<file path="config.mk">
export PLATFORM = sky130hd
export DESIGN_NAME = cu_accum_flat
export DESIGN_NICKNAME = d
export VERILOG_FILES = /design/src/rtl/cu_accum_if.sv /design/src/rtl/cu_accum.sv /design/src/flat_wrapper.sv
export SDC_FILE = /design/constraint.sdc
export NUM_CORES = 1
export LEC_CHECK = 0
export CAP_MARGIN = 20
export CELL_PAD_IN_SITES_DETAIL_PLACEMENT = 2
export CELL_PAD_IN_SITES_GLOBAL_PLACEMENT = 2
export CORE_MARGIN = 2
export CORE_UTILIZATION = 41
export CTS_BUF_LIST = sky130_fd_sc_hd__clkbuf_8
export DETAILED_ROUTE_END_ITERATION = 10
export PLACE_DENSITY = 0.87
export SYNTH_ARGS = -nofsm -noshare
export SYNTH_HDL_FRONTEND = slang
export SYNTH_SLANG_ARGS = --single-unit
export TNS_END_PERCENT = 20
</file>
<file path="constraint.sdc">
create_clock -name clk -period 32.2 [get_ports clk]
set_clock_uncertainty 0.1 [all_clocks]
set_input_delay 4.83 -clock clk [delete_from_list [all_inputs] [get_ports clk]]
set_output_delay 4.83 -clock clk [all_outputs]
set_load 0.05 [all_outputs]
</file>
<file path="src/rtl/cu_accum_if.sv">
// Handshake bundle between the PE array, cu_accum and the result consumer.
// Beats flow in on pe_out/in_valid/in_ready; results leave on out_*.
interface cu_accum_if #(
  parameter int unsigned PROD_W = 16,
  parameter int unsigned NUM_PE = 9,
  parameter int unsigned ACC_W  = 28,
  parameter int unsigned OUT_W  = 8
);
  logic [NUM_PE*PROD_W-1:0] pe_out;
  logic                     in_valid;
  logic                     in_ready;
  logic [7:0]               num_ch;
  logic [4:0]               shift;
  logic                     out_valid;
  logic                     out_ready;
  logic [OUT_W-1:0]         out_data;
  logic [ACC_W-1:0]         out_acc;
  logic                     busy;

  modport master (
    output pe_out, in_valid, num_ch, shift, out_ready,
    input  in_ready, out_valid, out_data, out_acc, busy
  );

  modport slave (
    input  pe_out, in_valid, num_ch, shift, out_ready,
    output in_ready, out_valid, out_data, out_acc, busy
  );
endinterface

</file>
<file path="src/rtl/cu_accum.sv">
// Convolution back end: adder tree over nine PE products, multi-channel
// accumulation, shift/saturate requantization and a small FWFT result FIFO.
module cu_accum #(
  parameter int unsigned PROD_W     = 16,
  parameter int unsigned NUM_PE     = 9,
  parameter int unsigned ACC_W      = 28,
  parameter int unsigned OUT_W      = 8,
  parameter int unsigned FIFO_DEPTH = 4
) (
  input logic       clk,
  input logic       rst,
  cu_accum_if.slave bus
);

  localparam int unsigned GRP     = NUM_PE / 3;
  localparam int unsigned PS_W    = PROD_W + 2;
  localparam int unsigned SUM_W   = PROD_W + 4;
  localparam int unsigned PTR_W   = $clog2(FIFO_DEPTH);
  localparam int unsigned CNT_W   = PTR_W + 1;
  localparam int unsigned WORD_W  = ACC_W + OUT_W;
  localparam int unsigned OUT_MAX = (1 << OUT_W) - 1;

  // channel counter and per-group captured settings
  logic [7:0]        cnt, cnt_nx;
  logic [7:0]        cap_num, cap_num_nx;
  logic [4:0]        cap_shift, cap_shift_nx;

  // S1: partial sums
  logic [PS_W-1:0]   s1_ps [GRP];
  logic [PS_W-1:0]   s1_ps_nx [GRP];
  logic              s1_vld, s1_first, s1_last;
  logic              s1_vld_nx, s1_first_nx, s1_last_nx;
  logic [4:0]        s1_shift, s1_shift_nx;

  // S2: beat sum
  logic [SUM_W-1:0]  s2_sum, s2_sum_nx;
  logic              s2_vld, s2_first, s2_last;
  logic              s2_vld_nx;
  logic [4:0]        s2_shift;

  // ACC stage
  logic [ACC_W-1:0]  acc, acc_nx;
  logic              acc_vld;

  // result FIFO
  logic [WORD_W-1:0] mem [FIFO_DEPTH];
  logic [PTR_W-1:0]  wr_ptr, wr_ptr_nx, rd_ptr, rd_ptr_nx;
  logic [CNT_W-1:0]  count, count_nx;
  logic [WORD_W-1:0] push_word_c, head_nx;

  logic              in_ready_q, in_ready_nx;
  logic              out_valid_q, out_valid_nx;
  logic [OUT_W-1:0]  out_data_q;
  logic [ACC_W-1:0]  out_acc_q;
  logic              busy_q, busy_nx;

  logic              accept_c, first_c, last_c, push_c, pop_c;
  logic [7:0]        eff_num_c;
  logic [4:0]        beat_shift_c;
  logic [ACC_W-1:0]  q_c;
  logic [OUT_W-1:0]  rq_c;
  logic [31:0]       pend_c;

  assign bus.in_ready  = in_ready_q;
  assign bus.out_valid = out_valid_q;
  assign bus.out_data  = out_data_q;
  assign bus.out_acc   = out_acc_q;
  assign bus.busy      = busy_q;

  // next-state for counter, pipeline, accumulator and FIFO
  always_comb begin
    cnt_nx       = cnt;
    cap_num_nx   = cap_num;
    cap_shift_nx = cap_shift;
    for (int g = 0; g < int'(GRP); g++) s1_ps_nx[g] = '0;
    s2_sum_nx    = '0;
    acc_nx       = acc;

    accept_c     = bus.in_valid && in_ready_q;
    first_c      = (cnt == 8'd0);
    eff_num_c    = first_c ? ((bus.num_ch == 8'd0) ? 8'd1 : bus.num_ch) : cap_num;
    last_c       = (cnt == eff_num_c - 8'd1);
    beat_shift_c = first_c ? bus.shift : cap_shift;

    if (accept_c) begin
      if (first_c) begin
        cap_num_nx   = eff_num_c;
        cap_shift_nx = bus.shift;
      end
      cnt_nx = last_c ? 8'd0 : cnt + 8'd1;
    end

    s1_vld_nx   = accept_c;
    s1_first_nx = first_c;
    s1_last_nx  = last_c;
    s1_shift_nx = beat_shift_c;
    for (int g = 0; g < int'(GRP); g++) begin
      for (int k = 0; k < 3; k++) begin
        s1_ps_nx[g] = s1_ps_nx[g] + PS_W'(bus.pe_out[(3*g+k)*int'(PROD_W) +: PROD_W]);
      end
    end

    s2_vld_nx = s1_vld;
    for (int g = 0; g < int'(GRP); g++) s2_sum_nx = s2_sum_nx + SUM_W'(s1_ps[g]);

    if (s2_vld) acc_nx = s2_first ? ACC_W'(s2_sum) : acc + ACC_W'(s2_sum);

    q_c         = acc_nx >> s2_shift;
    rq_c        = (q_c > ACC_W'(OUT_MAX)) ? OUT_W'(OUT_MAX) : q_c[OUT_W-1:0];
    push_word_c = {acc_nx, rq_c};
    push_c      = s2_vld && s2_last;
    pop_c       = out_valid_q && bus.out_ready;

    count_nx  = count + CNT_W'(push_c) - CNT_W'(pop_c);
    wr_ptr_nx = push_c ? wr_ptr + PTR_W'(1) : wr_ptr;
    rd_ptr_nx = pop_c  ? rd_ptr + PTR_W'(1) : rd_ptr;
    // a push landing on the new head slot bypasses the memory
    head_nx   = (push_c && (wr_ptr == rd_ptr_nx)) ? push_word_c : mem[rd_ptr_nx];

    out_valid_nx = (count_nx != '0);
    // queued plus in-flight results must never exceed the FIFO
    pend_c       = 32'(count_nx) + 32'(s1_vld_nx && s1_last_nx) + 32'(s2_vld_nx && s1_last);
    in_ready_nx  = pend_c < FIFO_DEPTH;
    busy_nx      = (cnt_nx != 8'd0) || s1_vld_nx || s2_vld_nx || s2_vld;
  end

  always_ff @(posedge clk or posedge rst) begin
    if (rst) begin
      cnt         <= '0;
      cap_num     <= '0;
      cap_shift   <= '0;
      for (int g = 0; g < int'(GRP); g++) s1_ps[g] <= '0;
      s1_vld      <= 1'b0;
      s1_first    <= 1'b0;
      s1_last     <= 1'b0;
      s1_shift    <= '0;
      s2_sum      <= '0;
      s2_vld      <= 1'b0;
      s2_first    <= 1'b0;
      s2_last     <= 1'b0;
      s2_shift    <= '0;
      acc         <= '0;
      acc_vld     <= 1'b0;
      for (int i = 0; i < int'(FIFO_DEPTH); i++) mem[i] <= '0;
      wr_ptr      <= '0;
      rd_ptr      <= '0;
      count       <= '0;
      in_ready_q  <= 1'b0;
      out_valid_q <= 1'b0;
      out_data_q  <= '0;
      out_acc_q   <= '0;
      busy_q      <= 1'b0;
    end else begin
      cnt         <= cnt_nx;
      cap_num     <= cap_num_nx;
      cap_shift   <= cap_shift_nx;
      s1_ps       <= s1_ps_nx;
      s1_vld      <= s1_vld_nx;
      s1_first    <= s1_first_nx;
      s1_last     <= s1_last_nx;
      s1_shift    <= s1_shift_nx;
      s2_sum      <= s2_sum_nx;
      s2_vld      <= s2_vld_nx;
      s2_first    <= s1_first;
      s2_last     <= s1_last;
      s2_shift    <= s1_shift;
      acc         <= acc_nx;
      acc_vld     <= s2_vld;
      if (push_c) mem[wr_ptr] <= push_word_c;
      wr_ptr      <= wr_ptr_nx;
      rd_ptr      <= rd_ptr_nx;
      count       <= count_nx;
      in_ready_q  <= in_ready_nx;
      out_valid_q <= out_valid_nx;
      out_data_q  <= head_nx[OUT_W-1:0];
      out_acc_q   <= head_nx[WORD_W-1:OUT_W];
      busy_q      <= busy_nx;
    end
  end

  // ACC-stage valid is tracked for busy; keep it observable in waves
  logic acc_vld_unused;
  assign acc_vld_unused = acc_vld;

endmodule
</file>
<file path="src/flat_wrapper.sv">
// flat-port wrapper written by rule: the top's interface ports become plain ports
module cu_accum_flat 
#(
  parameter int unsigned PROD_W     = 16,
  parameter int unsigned NUM_PE     = 9,
  parameter int unsigned ACC_W      = 28,
  parameter int unsigned OUT_W      = 8,
  parameter int unsigned FIFO_DEPTH = 4
)
  (clk, rst, bus_pe_out, bus_in_valid, bus_num_ch, bus_shift, bus_out_ready, bus_in_ready, bus_out_valid, bus_out_data, bus_out_acc, bus_busy);
  cu_accum_if #(.PROD_W(PROD_W), .NUM_PE(NUM_PE), .ACC_W(ACC_W), .OUT_W(OUT_W)) bus_i ();
  input logic clk;
  input logic rst;
  input wire logic [$bits(bus_i.pe_out)-1:0] bus_pe_out;
  input wire logic [$bits(bus_i.in_valid)-1:0] bus_in_valid;
  input wire logic [$bits(bus_i.num_ch)-1:0] bus_num_ch;
  input wire logic [$bits(bus_i.shift)-1:0] bus_shift;
  input wire logic [$bits(bus_i.out_ready)-1:0] bus_out_ready;
  output wire logic [$bits(bus_i.in_ready)-1:0] bus_in_ready;
  output wire logic [$bits(bus_i.out_valid)-1:0] bus_out_valid;
  output wire logic [$bits(bus_i.out_data)-1:0] bus_out_data;
  output wire logic [$bits(bus_i.out_acc)-1:0] bus_out_acc;
  output wire logic [$bits(bus_i.busy)-1:0] bus_busy;
  assign bus_i.pe_out = bus_pe_out;
  assign bus_i.in_valid = bus_in_valid;
  assign bus_i.num_ch = bus_num_ch;
  assign bus_i.shift = bus_shift;
  assign bus_i.out_ready = bus_out_ready;
  assign bus_in_ready = bus_i.in_ready;
  assign bus_out_valid = bus_i.out_valid;
  assign bus_out_data = bus_i.out_data;
  assign bus_out_acc = bus_i.out_acc;
  assign bus_busy = bus_i.busy;
  cu_accum #(.PROD_W(PROD_W), .NUM_PE(NUM_PE), .ACC_W(ACC_W), .OUT_W(OUT_W), .FIFO_DEPTH(FIFO_DEPTH)) u_core (.clk(clk), .rst(rst), .bus(bus_i));
endmodule
</file>
==> impl_metrics.toml <==
[cts]
cts_hold_buf = 0
cts_setup_buffers = 0
cts_buffer_depth = 3
clockRootBuffer = "clkbuf_8"
cts_resized = 0
numCtsBuffers = 60
clk_pin_slew_ps = 60
clock-sinks = 329
cts_tree = "yes"
htree_levels = 2
clkLatencyLatePin_ps = 690

[yosys]
synth_edf_count = 0
ys_types = 104
yosysTopAreaCell = "dfrtp_1"
ys_warn_count = 0
syn_area_sq_um = 21300
yosys-top-cells-area = "dfrtp_1, ha_1, mux4_2"
synthCells = 2222
syn_avg_cell_area_sq_um = 9.58
async_flop_share = 1.00
synthTopCellsByCount = "dfrtp_1, nand2_1, o21ai_0, ha_1, a21oi_1"
synth.most_common_cell = "dfrtp_1"
synthesis.nets = 2556
synth_top_area_frac = 0.387
synth_ff_type = "dfrtp_1"
ys_ff_latch = 329
seq_area_frac_synth = 0.387

[setup_path]
crit_path_max_fanout = 4
path_class = "primary input to flip-flop"
crit_arrival_ps = 9600
setup.worst_path.start_class = "primary input"
cp.required_ps = 32710
crit_path_end_kind = "flip-flop"

[route]
drt-vias-per-instance = 6.02
ant_nets = 0
wl_mm = 81.2
first_iter_violations = 1158
drcViolationCount = 0
routedWlPerCell_um = 25.8
via_count = 18933
firstDrtPassIters = 5

[sta]
hold_ws_ps = 253
tightest_slew_ps = 1090
fin_tns_setup_ps = 0
slew_violations = 0
finalHoldViolCount = 0
period_share = 0.282
finalSetupViolCount = 0
slew_headroom = 0.267
fin_crit_ps = 9090
rsz0062_at_grt = "false"
max_freq_mhz = 110

[grt]
antenna_found_initial = 3
grt_max_degree = 107
grt_pass1_wl_mm = 127
gr-total-overflow = 0
grt_util_all_layers = 0.301
grt_pass1_vias = 21875

[power_and_ir_drop]
vdd_drop_max_v = 0.0000638
p_total_mw = 2.86
power.density_nw_per_um2 = 113
p_leak_nw = 11.3

[cells_and_area]
finalInstanceArea_sq_um = 25300
area_growth_pct = 18.8
drive_above_1_share = 0.108
layout.nets = 2745
instances_no_fill = 3145

[placed_design]
io_buffers = 199
dpl.hpwl_mm = 56.8
dp.cells = 3024
post_dp_cell_area_sq_um = 23900
gp_congestion = 0.904

[die]
core_sq_um = 51300
initial_utilization = 0.415
die_x_um = 232
die-height_um = 232
io-pin-count = 200
die-area_sq_um = 53700
core.rowCount = 83

[worst_hold_path]
hp-class = "flip-flop to flip-flop"

[outcome]
outcome = "complete, no violations"

[job]
maxCapViolCount = 0
[state kept, by name, indices dropped and copies added, names as in the netlist, 2 cells and up]
signal / cells
u_core.cap_shift: 5
u_core.s2_sum: 20
u_core.mem: 144
u_core.s1_shift: 5
u_core.s1_ps: 54
u_core.bus.out_data: 8
u_core.wr_ptr: 2
u_core.acc: 28
u_core.rd_ptr: 2
u_core.count: 3
u_core.cnt: 8
u_core.s2_shift: 5
u_core.bus.out_acc: 28
u_core.cap_num: 8
[per-stage QoR]
stage / worst slack [ps] / util
6_report: 23110 / 0.493
5_1_grt: 22900 / 0.493
4_1_cts: 23220 / 0.492
3_5_place_dp: 22620 / 0.466
3_3_place_gp: 23030 / 0.466
2_1_floorplan: 18160 / -
[critical path, cell delays in order]
cell and delay [ps]:
clkdlybuf4s50_1 400, ha_1 230, fa_1 400, a21o_1 180, a21oi_1 240, o21bai_1 120, a21oi_1 260, o21bai_1 130
a21oi_1 250, nor2b_1 80, o21a_1 220, nor2_1 190, xnor2_1 160, ha_1 310, a21oi_1 270, o21ai_0 340
a41oi_1 450, nand2b_1 150, a21oi_1 210, xnor2_1 150
[report_power, final]
part	switching, mW	internal, mW	leakage (nW)
clock	0.197	0.235	0.744
sequential	0.0900	0.531	4.28
combinational	1.14	0.665	6.23
[cell families after synthesis]
kind of cell	after synthesis	share of synthesized area
XOR/XNOR	136	0.0560
flip-flops	329	0.387
AO/OA/AOI/OAI	650	0.194
buffers and inverters	220	0.0415
adder cells (fa/ha/maj)	173	0.105
AND/OR/NAND/NOR	596	0.130
multiplexers	118	0.0867
[cell usage in the layout, fill, tap and decap left out, drive strengths merged, types with 15 or more instances in the layout]
cell             n
clkdlybuf4s50  199
or3             17
nor3            43
buf             27
xor2            34
a211oi          18
o211ai          16
a21oi          154
o21ai          239
a21o            31
ha             163
mux4            47
dfrtp          329
nor2           104
o21bai          43
mux2i           33
clkbuf          82
nand2          280
nand4           15
inv            137
nor2b           17
and3            20
xnor2          102
nand3           50
mux2            38
o21a            19
[area by class of cell]
type,count,area (sq um)
diodes,3,7.51
well taps,680,851
repair buffers,228,2230
clock inverters,32,194
flip-flops and latches,329,8230
fillers,5329,26000
inverters,119,454
multi-input cells,1673,12200
clock buffers,81,1110
[worst paths after layout]
kind | start | to | slack (ps) | cells past startpoint
worst min-delay path | u_core.s1_shift[0] | u_core.s2_shift[0] | 250 | 0
worst max register to register | u_core.s1_ps[18] | u_core.s2_sum[18] | 26400 | 20
worst max-delay path | bus_pe_out[0] | u_core.s1_ps[51] | 23110 | 20
min in group asynchronous | rst | u_core.bus.out_acc[22] | 4580 | 2
worst min register to register | u_core.s1_shift[0] | u_core.s2_shift[0] | 250 | 0
max in group asynchronous | rst | u_core.s1_ps[46] | 25820 | 3
[layer usage]
| metal | vias to the layer above | track usage | wire [um] |
|---|---|---|---|
| li1 | 8386 | - | - |
| met1 | 9880 | 0.350 | 32300 |
| met2 | 491 | 0.553 | 42700 |
| met3 | 176 | 0.0405 | 2990 |
| met4 | 0 | 0.127 | 3150 |
| met5 | - | 0 | 0 |
No activity file was read; power rests on OpenSTA's default activity.
